==> src/rtl/mm_seq_ctrl_if.sv <==
// Handshake bundle between the matrix-multiply sequencer and its RX/TX/multiplier neighbours.
// The address width is derived from the same sizing parameters as the controller.
interface mm_seq_ctrl_if #(
    parameter int DIM       = 2,
    parameter int IN_BYTES  = 1,
    parameter int OUT_BYTES = 2
);
    localparam int RX_COUNT  = 2 * DIM * DIM * IN_BYTES;
    localparam int TX_COUNT  = DIM * DIM * OUT_BYTES;
    localparam int MAX_COUNT = (RX_COUNT > TX_COUNT) ? RX_COUNT : TX_COUNT;
    localparam int AW        = ($clog2(MAX_COUNT) < 1) ? 1 : $clog2(MAX_COUNT);

    logic          rx_valid;
    logic          tx_busy;
    logic          mult_done;
    logic          abort;
    logic          wr_en;
    logic [AW-1:0] wr_addr;
    logic          mult_start;
    logic [AW-1:0] rd_addr;
    logic          tx_start;
    logic          busy;
    logic          err;
    logic          overrun;
    logic [2:0]    state;

    modport master (
        input  rx_valid, tx_busy, mult_done, abort,
        output wr_en, wr_addr, mult_start, rd_addr, tx_start, busy, err, overrun, state
    );

    modport slave (
        output rx_valid, tx_busy, mult_done, abort,
        input  wr_en, wr_addr, mult_start, rd_addr, tx_start, busy, err, overrun, state
    );
endinterface

==> src/rtl/mm_seq_ctrl.sv <==
// Sequencer: load operand bytes from RX, kick the multiplier with a timeout, stream results to TX.
// Writes are combinational on rx_valid; TX pacing follows tx_busy, one byte per start pulse.
module mm_seq_ctrl #(
    parameter int DIM       = 2,
    parameter int IN_BYTES  = 1,
    parameter int OUT_BYTES = 2,
    parameter int TIMEOUT   = 65535
) (
    input  logic          clk,
    input  logic          rst,
    mm_seq_ctrl_if.master bus
);
    localparam int RX_COUNT  = 2 * DIM * DIM * IN_BYTES;
    localparam int TX_COUNT  = DIM * DIM * OUT_BYTES;
    localparam int MAX_COUNT = (RX_COUNT > TX_COUNT) ? RX_COUNT : TX_COUNT;
    localparam int AW        = ($clog2(MAX_COUNT) < 1) ? 1 : $clog2(MAX_COUNT);
    localparam int TW        = $clog2(TIMEOUT + 1);

    localparam logic [AW-1:0] RX_LAST = AW'(RX_COUNT - 1);
    localparam logic [AW-1:0] TX_LAST = AW'(TX_COUNT - 1);
    localparam logic [TW-1:0] TO_LAST = TW'(TIMEOUT - 1);

    localparam logic [2:0] IDLE    = 3'd0;
    localparam logic [2:0] LOAD    = 3'd1;
    localparam logic [2:0] START   = 3'd2;
    localparam logic [2:0] COMPUTE = 3'd3;
    localparam logic [2:0] SEND    = 3'd4;
    localparam logic [2:0] TX_WAIT = 3'd5;
    localparam logic [2:0] ERROR   = 3'd6;

    logic [2:0]    state_q, state_d;
    logic [AW-1:0] cnt_q;
    logic [AW-1:0] rd_q;
    logic [TW-1:0] tcnt_q;
    logic          tw_entry_q;
    logic          err_q;
    logic          overrun_q;

    logic          wr_en_c;
    logic          mult_start_c;
    logic          tx_start_c;
    logic          busy_c;

    always_ff @(posedge clk or posedge rst) begin
        if (rst) begin
            state_q <= IDLE;
        end else begin
            state_q <= state_d;
        end
    end

    always_comb begin
        state_d = state_q;
        if (bus.abort) begin
            state_d = IDLE;
        end else begin
            case (state_q)
                IDLE:    if (bus.rx_valid) state_d = (RX_COUNT == 1) ? START : LOAD;
                LOAD:    if (bus.rx_valid && cnt_q == RX_LAST) state_d = START;
                START:   state_d = COMPUTE;
                COMPUTE: begin
                    // done takes precedence over a timeout landing on the same cycle
                    if (bus.mult_done)        state_d = SEND;
                    else if (tcnt_q == TO_LAST) state_d = ERROR;
                end
                SEND:    if (!bus.tx_busy) state_d = TX_WAIT;
                TX_WAIT: begin
                    if (!tw_entry_q && !bus.tx_busy) state_d = (rd_q == TX_LAST) ? IDLE : SEND;
                end
                ERROR:   state_d = ERROR;
                default: state_d = IDLE;
            endcase
        end
    end

    always_comb begin
        wr_en_c      = 1'b0;
        mult_start_c = 1'b0;
        tx_start_c   = 1'b0;
        busy_c       = 1'b0;
        if (!rst && !bus.abort) begin
            case (state_q)
                IDLE, LOAD: wr_en_c      = bus.rx_valid;
                START:      mult_start_c = 1'b1;
                SEND:       tx_start_c   = !bus.tx_busy;
                default:    ;
            endcase
        end
        case (state_q)
            LOAD, START, COMPUTE, SEND, TX_WAIT: busy_c = 1'b1;
            default:                             busy_c = 1'b0;
        endcase
    end

    always_ff @(posedge clk or posedge rst) begin
        if (rst) begin
            cnt_q      <= '0;
            rd_q       <= '0;
            tcnt_q     <= '0;
            tw_entry_q <= 1'b0;
            err_q      <= 1'b0;
            overrun_q  <= 1'b0;
        end else if (bus.abort) begin
            cnt_q      <= '0;
            rd_q       <= '0;
            tcnt_q     <= '0;
            tw_entry_q <= 1'b0;
            err_q      <= 1'b0;
            overrun_q  <= 1'b0;
        end else begin
            // tx_busy only rises the cycle after tx_start, so the TX_WAIT entry cycle is skipped
            tw_entry_q <= tx_start_c;

            if (wr_en_c) begin
                cnt_q <= (state_d == START) ? '0 : cnt_q + 1'b1;
            end

            if (state_q == START) begin
                tcnt_q <= '0;
            end else if (state_q == COMPUTE && !bus.mult_done) begin
                tcnt_q <= tcnt_q + 1'b1;
            end

            if (state_q == COMPUTE && bus.mult_done) begin
                rd_q <= '0;
            end else if (state_q == TX_WAIT && state_d != TX_WAIT) begin
                rd_q <= (state_d == IDLE) ? '0 : rd_q + 1'b1;
            end

            if (state_q == COMPUTE && state_d == ERROR) begin
                err_q <= 1'b1;
            end

            if (bus.rx_valid && state_q != IDLE && state_q != LOAD) begin
                overrun_q <= 1'b1;
            end
        end
    end

    assign bus.wr_en      = wr_en_c;
    assign bus.wr_addr    = cnt_q;
    assign bus.mult_start = mult_start_c;
    assign bus.rd_addr    = rd_q;
    assign bus.tx_start   = tx_start_c;
    assign bus.busy       = busy_c;
    assign bus.err        = err_q;
    assign bus.overrun    = overrun_q;
    assign bus.state      = state_q;
endmodule

==> src/flat_wrapper.sv <==
// flat-port wrapper written by rule: the top's interface ports become plain ports
module mm_seq_ctrl_flat 
#(
    parameter int DIM       = 2,
    parameter int IN_BYTES  = 1,
    parameter int OUT_BYTES = 2,
    parameter int TIMEOUT   = 65535
)
  (clk, rst, bus_rx_valid, bus_tx_busy, bus_mult_done, bus_abort, bus_wr_en, bus_wr_addr, bus_mult_start, bus_rd_addr, bus_tx_start, bus_busy, bus_err, bus_overrun, bus_state);
  mm_seq_ctrl_if #(.DIM(DIM), .IN_BYTES(IN_BYTES), .OUT_BYTES(OUT_BYTES)) bus_i ();
  input  logic clk;
  input  logic rst;
  input wire logic [$bits(bus_i.rx_valid)-1:0] bus_rx_valid;
  input wire logic [$bits(bus_i.tx_busy)-1:0] bus_tx_busy;
  input wire logic [$bits(bus_i.mult_done)-1:0] bus_mult_done;
  input wire logic [$bits(bus_i.abort)-1:0] bus_abort;
  output wire logic [$bits(bus_i.wr_en)-1:0] bus_wr_en;
  output wire logic [$bits(bus_i.wr_addr)-1:0] bus_wr_addr;
  output wire logic [$bits(bus_i.mult_start)-1:0] bus_mult_start;
  output wire logic [$bits(bus_i.rd_addr)-1:0] bus_rd_addr;
  output wire logic [$bits(bus_i.tx_start)-1:0] bus_tx_start;
  output wire logic [$bits(bus_i.busy)-1:0] bus_busy;
  output wire logic [$bits(bus_i.err)-1:0] bus_err;
  output wire logic [$bits(bus_i.overrun)-1:0] bus_overrun;
  output wire logic [$bits(bus_i.state)-1:0] bus_state;
  assign bus_i.rx_valid = bus_rx_valid;
  assign bus_i.tx_busy = bus_tx_busy;
  assign bus_i.mult_done = bus_mult_done;
  assign bus_i.abort = bus_abort;
  assign bus_wr_en = bus_i.wr_en;
  assign bus_wr_addr = bus_i.wr_addr;
  assign bus_mult_start = bus_i.mult_start;
  assign bus_rd_addr = bus_i.rd_addr;
  assign bus_tx_start = bus_i.tx_start;
  assign bus_busy = bus_i.busy;
  assign bus_err = bus_i.err;
  assign bus_overrun = bus_i.overrun;
  assign bus_state = bus_i.state;
  mm_seq_ctrl #(.DIM(DIM), .IN_BYTES(IN_BYTES), .OUT_BYTES(OUT_BYTES), .TIMEOUT(TIMEOUT)) u_core (.clk(clk), .rst(rst), .bus(bus_i));
endmodule
==> config.mk <==
export PLATFORM = sky130hd
export DESIGN_NAME = mm_seq_ctrl_flat
export DESIGN_NICKNAME = d
export VERILOG_FILES = /design/src/rtl/mm_seq_ctrl_if.sv /design/src/rtl/mm_seq_ctrl.sv /design/src/flat_wrapper.sv
export SDC_FILE = /design/constraint.sdc
export NUM_CORES = 1
export LEC_CHECK = 0
export ABC_AREA = 1
export CORE_MARGIN = 4
export CORE_UTILIZATION = 35
export DETAILED_ROUTE_END_ITERATION = 7
export SYNTH_ARGS = -nofsm -noshare
export SYNTH_HDL_FRONTEND = slang
export SYNTH_SLANG_ARGS = --single-unit
==> constraint.sdc <==
create_clock -name clk -period 1.7 [get_ports clk]
set_clock_uncertainty 0.05 [all_clocks]
set_input_delay 0.34 -clock clk [delete_from_list [all_inputs] [get_ports clk]]
set_output_delay 0.34 -clock clk [all_outputs]
set_load 0.02 [all_outputs]
After elaboration in Yosys (flattened, before gate mapping):

Index checks and enable logic that the tools add are counted.

* add/subtract/negate cells: 3
* multiply operators: 0
* divide/modulo/power cells: 0
* $lt $le $gt $ge: 0
* equal/unequal tests: 13
* shift-type cells: 0
* multiplexer cells: 31
* bitwise gates (word level): 0
* reduce and logical (&&, ||, !) cells: 24

Operator list (number)
* 16-bit 2-to-1 mux: 3
* 3-bit 2-to-1 mux: 15
* 3-bit case mux with 7 select lines: 1
* 3-bit equality test (second input constant): 6
* 16-bit by 1-bit adder with 16-bit output (second input constant): 1
* 16-bit equality test (second input constant): 1
* 1-bit 2-to-1 mux: 12
* 3-bit by 2-bit equality test with 1-bit output (second input constant): 3
* 1-bit logical AND: 9
* 3-bit nonzero test: 3
* 3-bit by 1-bit adder with 3-bit output (second input constant): 2
* 3-bit zero test: 2
* 2-bit nonzero test: 3
* 1-bit zero test: 5
* 5-bit OR reduction: 1
* 3-bit by 1-bit equality test with 1-bit output (second input constant): 1
* 3-bit by 1-bit inequality test with 1-bit output (second input constant): 1
* 3-bit inequality test (second input constant): 1
* 2-bit OR reduction: 1

* bits in registers: 28
* latch bits: 0
* RAM bits: 0
* bits in read-only memories: 0
* output and inout bits: 15
* logic and storage cells: 78
* memories: 0

Logic depth before layout (Yosys ltp):

* depth in word-level cells: 10
* depth in mapped cells: 12
* depth with buffers taken out: 12

Worst setup path before layout:

OpenSTA, ideal clock, no wires.

* path kind: register to register
* from: register u_core.cnt_q[0] (netlist: u_core.bus.wr_addr[0])
* to: register u_core.rd_q[0] (netlist: u_core.bus.rd_addr[0])
* arrival: 1.519 ns
* required time: 1.532 ns
* slack: 0.013 ns
* stages on the path, launching flop included: 10
* cells stage by stage: dfrtp_1 > ha_1 > ha_1 > nand2_1 > nor2_2 > nor3_2 > nor2_2 > nand3b_1 > nand3_1 > nand2_1

* word-level cells in the longest chain between the ends: 10
* elaborated cells on any way between the ends: 13

RTL lines
* start: declaration: RTL line mm_seq_ctrl.sv:32 `logic [AW-1:0] cnt_q;`
* start signal: assignment: RTL line mm_seq_ctrl.sv:115 `cnt_q <= (state_d == START) ? '0 : cnt_q + 1'b1;`
* 3-bit equality test *: RTL line mm_seq_ctrl.sv:59 `LOAD: if (bus.rx_valid && cnt_q == RX_LAST) state_d = START;`
* 1-bit logical AND *: RTL line mm_seq_ctrl.sv:59
* 3-bit 2-to-1 mux *: RTL line mm_seq_ctrl.sv:59
* 3-bit case mux with 7 select lines *: RTL line mm_seq_ctrl.sv:57 `case (state_q)`
* 3-bit 2-to-1 mux *: RTL line mm_seq_ctrl.sv:54 `if (bus.abort) begin`
* via u_core.state_d[1]: RTL line mm_seq_ctrl.sv:31 `logic [2:0] state_q, state_d;`
* 3-bit zero test: RTL line mm_seq_ctrl.sv:127 `rd_q <= (state_d == IDLE) ? '0 : rd_q + 1'b1;`
* 3-bit 2-to-1 mux: RTL line mm_seq_ctrl.sv:127
* 3-bit 2-to-1 mux: RTL line mm_seq_ctrl.sv:126 `end else if (state_q == TX_WAIT && state_d != TX_WAIT) begin`
* 3-bit 2-to-1 mux: RTL line mm_seq_ctrl.sv:124 `if (state_q == COMPUTE && bus.mult_done) begin`
* 3-bit 2-to-1 mux: RTL line mm_seq_ctrl.sv:103 `end else if (bus.abort) begin`
* end signal: assignment: RTL line mm_seq_ctrl.sv:127
* end: declaration: RTL line mm_seq_ctrl.sv:33 `logic [AW-1:0] rd_q;`

The timed path passes the listed nets; every way through them passes the cells marked *. The select of a mux whose other input is x is not followed.
A chain may end at the register's enable or synchronous reset.

Worst setup path after layout:

* from: register u_core.state_q[0] (netlist: u_core.bus.state[0])
* to: output bus_wr_en

* word-level cells in the longest chain between the ends: 4
* elaborated cells on any way between the ends: 5

RTL lines
* start: declaration: RTL line mm_seq_ctrl.sv:31
* start signal: assignment: RTL line mm_seq_ctrl.sv:48 `state_q <= state_d;`
* 3-bit by 1-bit equality test with 1-bit output / 3-bit zero test (equally long branches): RTL line mm_seq_ctrl.sv:82 `case (state_q)`
* 2-bit OR reduction *: RTL line mm_seq_ctrl.sv:82
* 1-bit 2-to-1 mux *: RTL line mm_seq_ctrl.sv:82
* 1-bit 2-to-1 mux *: RTL line mm_seq_ctrl.sv:81 `if (!rst && !bus.abort) begin`
* end: declaration: RTL line flat_wrapper.sv:17 `output wire logic [$bits(bus_i.wr_en)-1:0] bus_wr_en;`

Mark *: on every way between the ends. The rest lies on a longest branch, timed or not.

==> metrics <==
FF+latch count, synth 28; Critical Path Sink Type primary output; Routed wire per std cell between 10 and 15 microns; CTS max path bufs 2; Die Area slightly above 6000 sq um; RSZ-0062 raised after global routing yes; Nets 310; Placer Congestion around 0.83; global-route wire length before repair 7.56 mm; starting density of the core a little over a third; Seq/Total Area, Yosys around 40%; clk_lat worst skew between 0.2 and 0.3 ns; cells after synthesis between 200 and 250; ratio of cells with drive above 1 in the final layout between 40% and 50%; Finished Cell Area 2700 sq um; headroom to the max-slew limit between 70 and 80%; synth warn 0; Die Ht 78.6 microns; syn nets 235; Clock transition at path regs ~0.1 ns; f_max about 560 MHz; Switching Fraction 24.5%; initial antenna violation count 0; DPL Wire Length approximately 3.2 mm; Min-Delay Path Class in -> reg; Post-Route WL 4.68 mm; largest net degree at the start of global routing 29; CP required approximately 1.3 ns; Filler Cell Count around 450; dpl ws -0.456 ns; All-Layer GR Usage between 15 and 20%; Final Util between 50% and 60%; Arr. time, crit path approximately 1.4 ns; Num Clock Sinks 28; Fin. Hold Viols 0; CP cell instances inv_2, nor2_4, nand2_2, nand2_2, nand3_2, inv_2, buf_4; cell area power density 537 nW/um^2; multi-input gate area in the final layout approximately 1100 sq um; PnR Total Power 1.45 mW; Max stage delay on crit path approximately 0.45 ns; Remaining DRCs 0; root buf cell clkbuf_8; Final Worst Setup Slack -0.0794 ns; CTS tree done; FP Rows 25; outcome finished, violations left; syn_area_per_cell between 7 and 8 sq um; Ant. Diodes 0; Switch Pwr approximately 360 uW; Cell Area, Placed between 2000 and 2500 sq um; leakage 1.37 nW; Final Setup Violations 7; Tmin final 1.78 ns; commonest non-fill, non-tap cell in the layout buf_4; VDD IR-drop max roughly 360 uV; clock network power share 37.6%; Final period util 105%; Hold Buf Count CTS 0; max_cap viols 0; combinational share of power between 15 and 20%; synth unique cells 36; max-slew violations 0; sequential power share approximately 47%; vias in the first global route between 1,500 and 2,000; Critical Path Start Type register; Int Pwr 1.09 mW; CTS H-tree lvls 1; CP max stage cell dfrtp_2; antenna-violating nets left 0; total grt overflow 0; failing checks negative setup slack; TNS Setup -0.264 ns; PortBufs 20; Layout area overhead 54.7%; via count 1,730; post-synthesis cell area roughly 1700 sq um; critical setup path kind reg -> out; Vias/cell around 4.8; io pins 21; Core Region around 4800 sq um; Num CTS Buffers 3; Slew @ Worst Pin approximately 0.38 ns; most frequent cells in the layout 48 x buf_4, 39 x nand2_1, 25 x inv_1, 25 x dfrtp_1, 17 x nand3_1; first-pass detailed-route iteration total 4; DRT iter0 DRCs 54; width of the die slightly below 80 microns; Seq. cell area 704 sq um; critical path peak fanout 4
[power groups by stage]
| stage | Clock (mW) | Combinational (mW) | Sequential [mW] |
|---|---|---|---|
| after detailed placement | 0 | 0.184 | 0.690 |
| after floorplan | 0 | 0.0784 | 0.698 |
| after global placement | 0 | 0.183 | 0.690 |
| after CTS | 0.556 | 0.193 | 0.679 |
| after global routing | 0.579 | 0.245 | 0.681 |
| final | 0.546 | 0.224 | 0.680 |
[path summary, 6_finish.rpt]
check | from | cells past startpoint | slack [ns] | endpoint
max | u_core.bus.state[0] | 7 | -0.08 | bus_wr_en
min | bus_abort | 3 | 0.36 | u_core.bus.overrun
max reg2reg | u_core.bus.wr_addr[0] | 12 | -0.05 | u_core.bus.rd_addr[1]
min reg2reg | u_core.bus.err | 2 | 0.46 | u_core.bus.err
max in group asynchronous | rst | 3 | 0.87 | u_core.bus.state[0]
min in group asynchronous | rst | 3 | 0.43 | u_core.bus.overrun
[kinds of logic after synthesis]
| kind of cell | share of synthesized area, % |
|---|---|
| adders and majority gates | 4.30 |
| DFF | 40.2 |
| buffers and inverters | 8.39 |
| xor gates and xnor gates | 0.502 |
| and+or+nand+nor | 35.7 |
| AOI/OAI and AO/OA | 11.0 |
[worst max-delay path, delay by kind of cell (launching register included)]
kind / cells / cell delay (ns)
buffers and inverters: 3 / 0.28
AND/OR/NAND/NOR: 4 / 0.38
flip-flops: 1 / 0.45
[cell usage after synthesis, drive strengths merged]
| cell type | count | area (sq um) |
|---|---|---|
| o21a | 1 | 7.51 |
| o21bai | 3 | 33.8 |
| inv | 33 | 126 |
| nor4 | 1 | 12.5 |
| o211a | 2 | 20.0 |
| dfrtp | 28 | 701 |
| a21boi | 1 | 7.51 |
| a31oi | 4 | 25.0 |
| nand3b | 2 | 18.8 |
| nand4 | 2 | 12.5 |
| xor2 | 1 | 8.76 |
| a211oi | 2 | 15.0 |
| nand3 | 27 | 145 |
| o21ai | 7 | 35.0 |
| nand2 | 53 | 229 |
| and3 | 1 | 6.26 |
| nor3b | 1 | 7.51 |
| nor2 | 34 | 165 |
| ha | 6 | 75.1 |
| o221ai | 1 | 8.76 |
| a21oi | 7 | 38.8 |
| nor3 | 3 | 25.0 |
| buf | 3 | 20.0 |
[layer usage]
| layer | vias to the layer above | GRT usage [%] | wire, microns |
|---|---|---|---|
| met3 | 2 | 2.18 | 105 |
| met4 | 0 | 3.67 | 23 |
| met1 | 831 | 16.6 | 2040 |
| met2 | 25 | 30.2 | 2510 |
| met5 | - | 0 | 0 |
| li1 | 872 | - | - |
[repair_timing]
item,in CTS,in global routing
pin swaps,19,27
gates cloned,0,0
resized for setup,52,39
setup buffers,2,10
endpoints found under the setup margin,20,23
[state kept, by name (all words and copies together), names as in the netlist]
register,flops
u_core.bus.wr_addr,3
u_core.tcnt_q,16
u_core.bus.rd_addr,3
u_core.bus.overrun,1
u_core.tw_entry_q,1
u_core.bus.state,3
u_core.bus.err,1
[through the flow]
step	hold WS, ns	instances
finish	0.358	364
global route	0.368	364
CTS	0.436	354
detailed placement	0.438	348
global placement	0.437	348
floorplan	0.353	223
[layout make-up]
type,instances,share of cell area [%]
multi-input cells,159,39.8
clock buffers,3,1.53
flip-flops and latches,28,26.1
inverters,33,4.87
repair buffers,73,23.5
well taps,67,3.11
clock inverters,1,1.11
No activity file was read; power rests on OpenSTA's default activity.
==> patch: new RTL, config.mk and constraints unchanged <==
`OUT_BYTES` is set to 2 in 3 places; all go to 4.
--- a/src/rtl/mm_seq_ctrl_if.sv
+++ b/src/rtl/mm_seq_ctrl_if.sv
@@ -3,7 +3,7 @@
 interface mm_seq_ctrl_if #(
     parameter int DIM       = 2,
     parameter int IN_BYTES  = 1,
-    parameter int OUT_BYTES = 2
+    parameter int OUT_BYTES = 4
 );
     localparam int RX_COUNT  = 2 * DIM * DIM * IN_BYTES;
     localparam int TX_COUNT  = DIM * DIM * OUT_BYTES;
--- a/src/rtl/mm_seq_ctrl.sv
+++ b/src/rtl/mm_seq_ctrl.sv
@@ -3,7 +3,7 @@
 module mm_seq_ctrl #(
     parameter int DIM       = 2,
     parameter int IN_BYTES  = 1,
-    parameter int OUT_BYTES = 2,
+    parameter int OUT_BYTES = 4,
     parameter int TIMEOUT   = 65535
 ) (
     input  logic          clk,
--- a/src/flat_wrapper.sv
+++ b/src/flat_wrapper.sv
@@ -3,7 +3,7 @@
 #(
     parameter int DIM       = 2,
     parameter int IN_BYTES  = 1,
-    parameter int OUT_BYTES = 2,
+    parameter int OUT_BYTES = 4,
     parameter int TIMEOUT   = 65535
 )
   (clk, rst, bus_rx_valid, bus_tx_busy, bus_mult_done, bus_abort, bus_wr_en, bus_wr_addr, bus_mult_start, bus_rd_addr, bus_tx_start, bus_busy, bus_err, bus_overrun, bus_state);
Ports: changed (resized bus_rd_addr and bus_wr_addr); port bits go from 21 to 23. No check against the original RTL was run, so the function may have changed too.
==> patch against the original RTL <==
The flow still finishes with violations (setup timing). Synthesized area is 2.2% higher. Power is 1.8% higher. Largest cell class unchanged. Design area is 3.2% higher. Fmax is 3.6% higher. Sequential cell count is 2 higher. Via count is 3.2% higher. Register-to-register slack better by 0.04 ns. Count of clock-buffer cells in the layout is 4 higher. Core utilization is 1.4 points higher. Routed wire length is 4.4% lower. Sequential power is 6.5% higher. Setup slack better by 0.062 ns. Global-route usage hardly changed. Worst hold slack better by 0.046 ns.
==> patch: results <==
[final_layout]
drive_gt1_share_pct = 37.7
fill_cells = 454
final_cell_area_sq_um = 2780
regMostFlops = "u_core.tcnt_q"
syn_to_final_growth_pct = 56.1
final_cell_count_no_fill = 385
bufAreaShareNonClock_pct = 22.3
fin_nets = 328
clockNetworkAreaShare_pct = 2.74
antenna_cells = 0
largest_reg_flops = 16
inverters_excl_clock = 44
seq_cell_count = 30
multi_input_area_share_pct = 39.0
multi_input_gates = 164
final-seq-area_sq_um = 752
clkbuf_count = 7

[synthesis]
synthArstFlopShare_pct = 100
synth_common_cells = "47 x nand2_1, 40 x inv_1, 30 x dfrtp_1"
avgSynthCellArea_sq_um = 7.46
syn-num-nets = 249
yosys_warnings = 0
yosysSeqAreaShare_pct = 42.1
synth_area_leaders = "dfrtp_1 42%, nand2_1 9.9%, inv_1 8.4%, nand3_1 6.7%, nor2_1 5.7%"
synth_cell_types = 30

[placement]
io_buffers = 22
dpl_cell_area_sq_um = 2410
dp_slack_ns = -0.479
dp.cells = 371
dp_hpwl_um = 3200
gp_congestion = 0.818

[power_and_ir_drop]
peakVddDrop_mv = 0.282
seqPwrFrac_pct = 49.1
comb_power_w = 0.000210
pg_seq_w = 0.000724
leakagePower_nw = 1.40
power.internal_w = 0.00109

[clocking]
path_clk_slew_ns = 0.07
htreeDepth = 2
cts_made_buffers = 5

[timing]
finalWorstSetupSlack_ns = -0.0175
setup_viol = 4
worstMarginPinSlew_ns = 0.400
finalSetupTns_ns = -0.0454

[drt]
initialDrtViolationCount = 67
wl_per_cell_um = 11.6
vias_per_cell = 4.64

[global_routing]
grt_max_degree = 31
grt_pass1_wl_um = 7510
grt_antenna_before_repair = 0
grt_pass1_vias = 1665
grt_use_total_pct = 15.2

[setup_path]
crit_arrival_ns = 1.33
cpPeakStageDelay_ns = 0.44

[status]
violations = "setup timing"
status = "finished, violations left"
[patch: cell types whose count changed in the layout (fill, tap and decap cells not counted), moves of 4 or more]
cell	delta
inv_1	+9
nor3_1	+7
xor2_1	+5
buf_4	-4
dfrtp_1	+4
dlygate4sd2_1	+4
inv_2	+4
nand2_1	-4
nor2_4	-4
[patch: path summary, 6_finish.rpt]
path	start	endpoint	slack, ns	cells after the start
setup reg to reg	u_core.bus.state[0]$_DFF_PP0_	u_core.bus.rd_addr[1]$_DFFE_PP0P_	-0.01	10
setup / recovery	u_core.bus.state[2]$_DFF_PP0_	bus_wr_en	-0.02	7
min in group asynchronous	rst	u_core.bus.wr_addr[2]$_DFFE_PP0P_	0.44	3
max in group asynchronous	rst	u_core.bus.state[2]$_DFF_PP0_	0.85	3
hold / removal	bus_tx_busy	u_core.tw_entry_q$_DFF_PP0_	0.40	5
hold reg to reg	u_core.bus.overrun$_DFFE_PP0P_	u_core.bus.overrun$_DFFE_PP0P_	0.46	2
[patch: timing repair]
item / CTS / global route
resized for setup: 46 / 66
endpoints found under the setup margin: 23 / 27
pin swaps: 3 / 21
setup buffers: 0 / 7
[patch: logic make-up (layout without fill, tap and decap cells)]
group	count (synthesis)	after routing	synth area share, %
compound gates	28	28	9.61
xor+xnor	7	7	3.44
buf+inv	45	124	9.54
simple gates	125	125	32.5
fa+ha+maj	4	4	2.81
flops	30	30	42.1
[patch: per-layer routing]
| layer | global-route usage (%) | up-vias | wire length [um] |
|---|---|---|---|
| met5 | 0 | - | 0 |
| met4 | 6.70 | 0 | 66 |
| met3 | 3.27 | 5 | 134 |
| met2 | 22.4 | 22 | 2090 |
| met1 | 21.4 | 829 | 2190 |
| li1 | - | 930 | - |
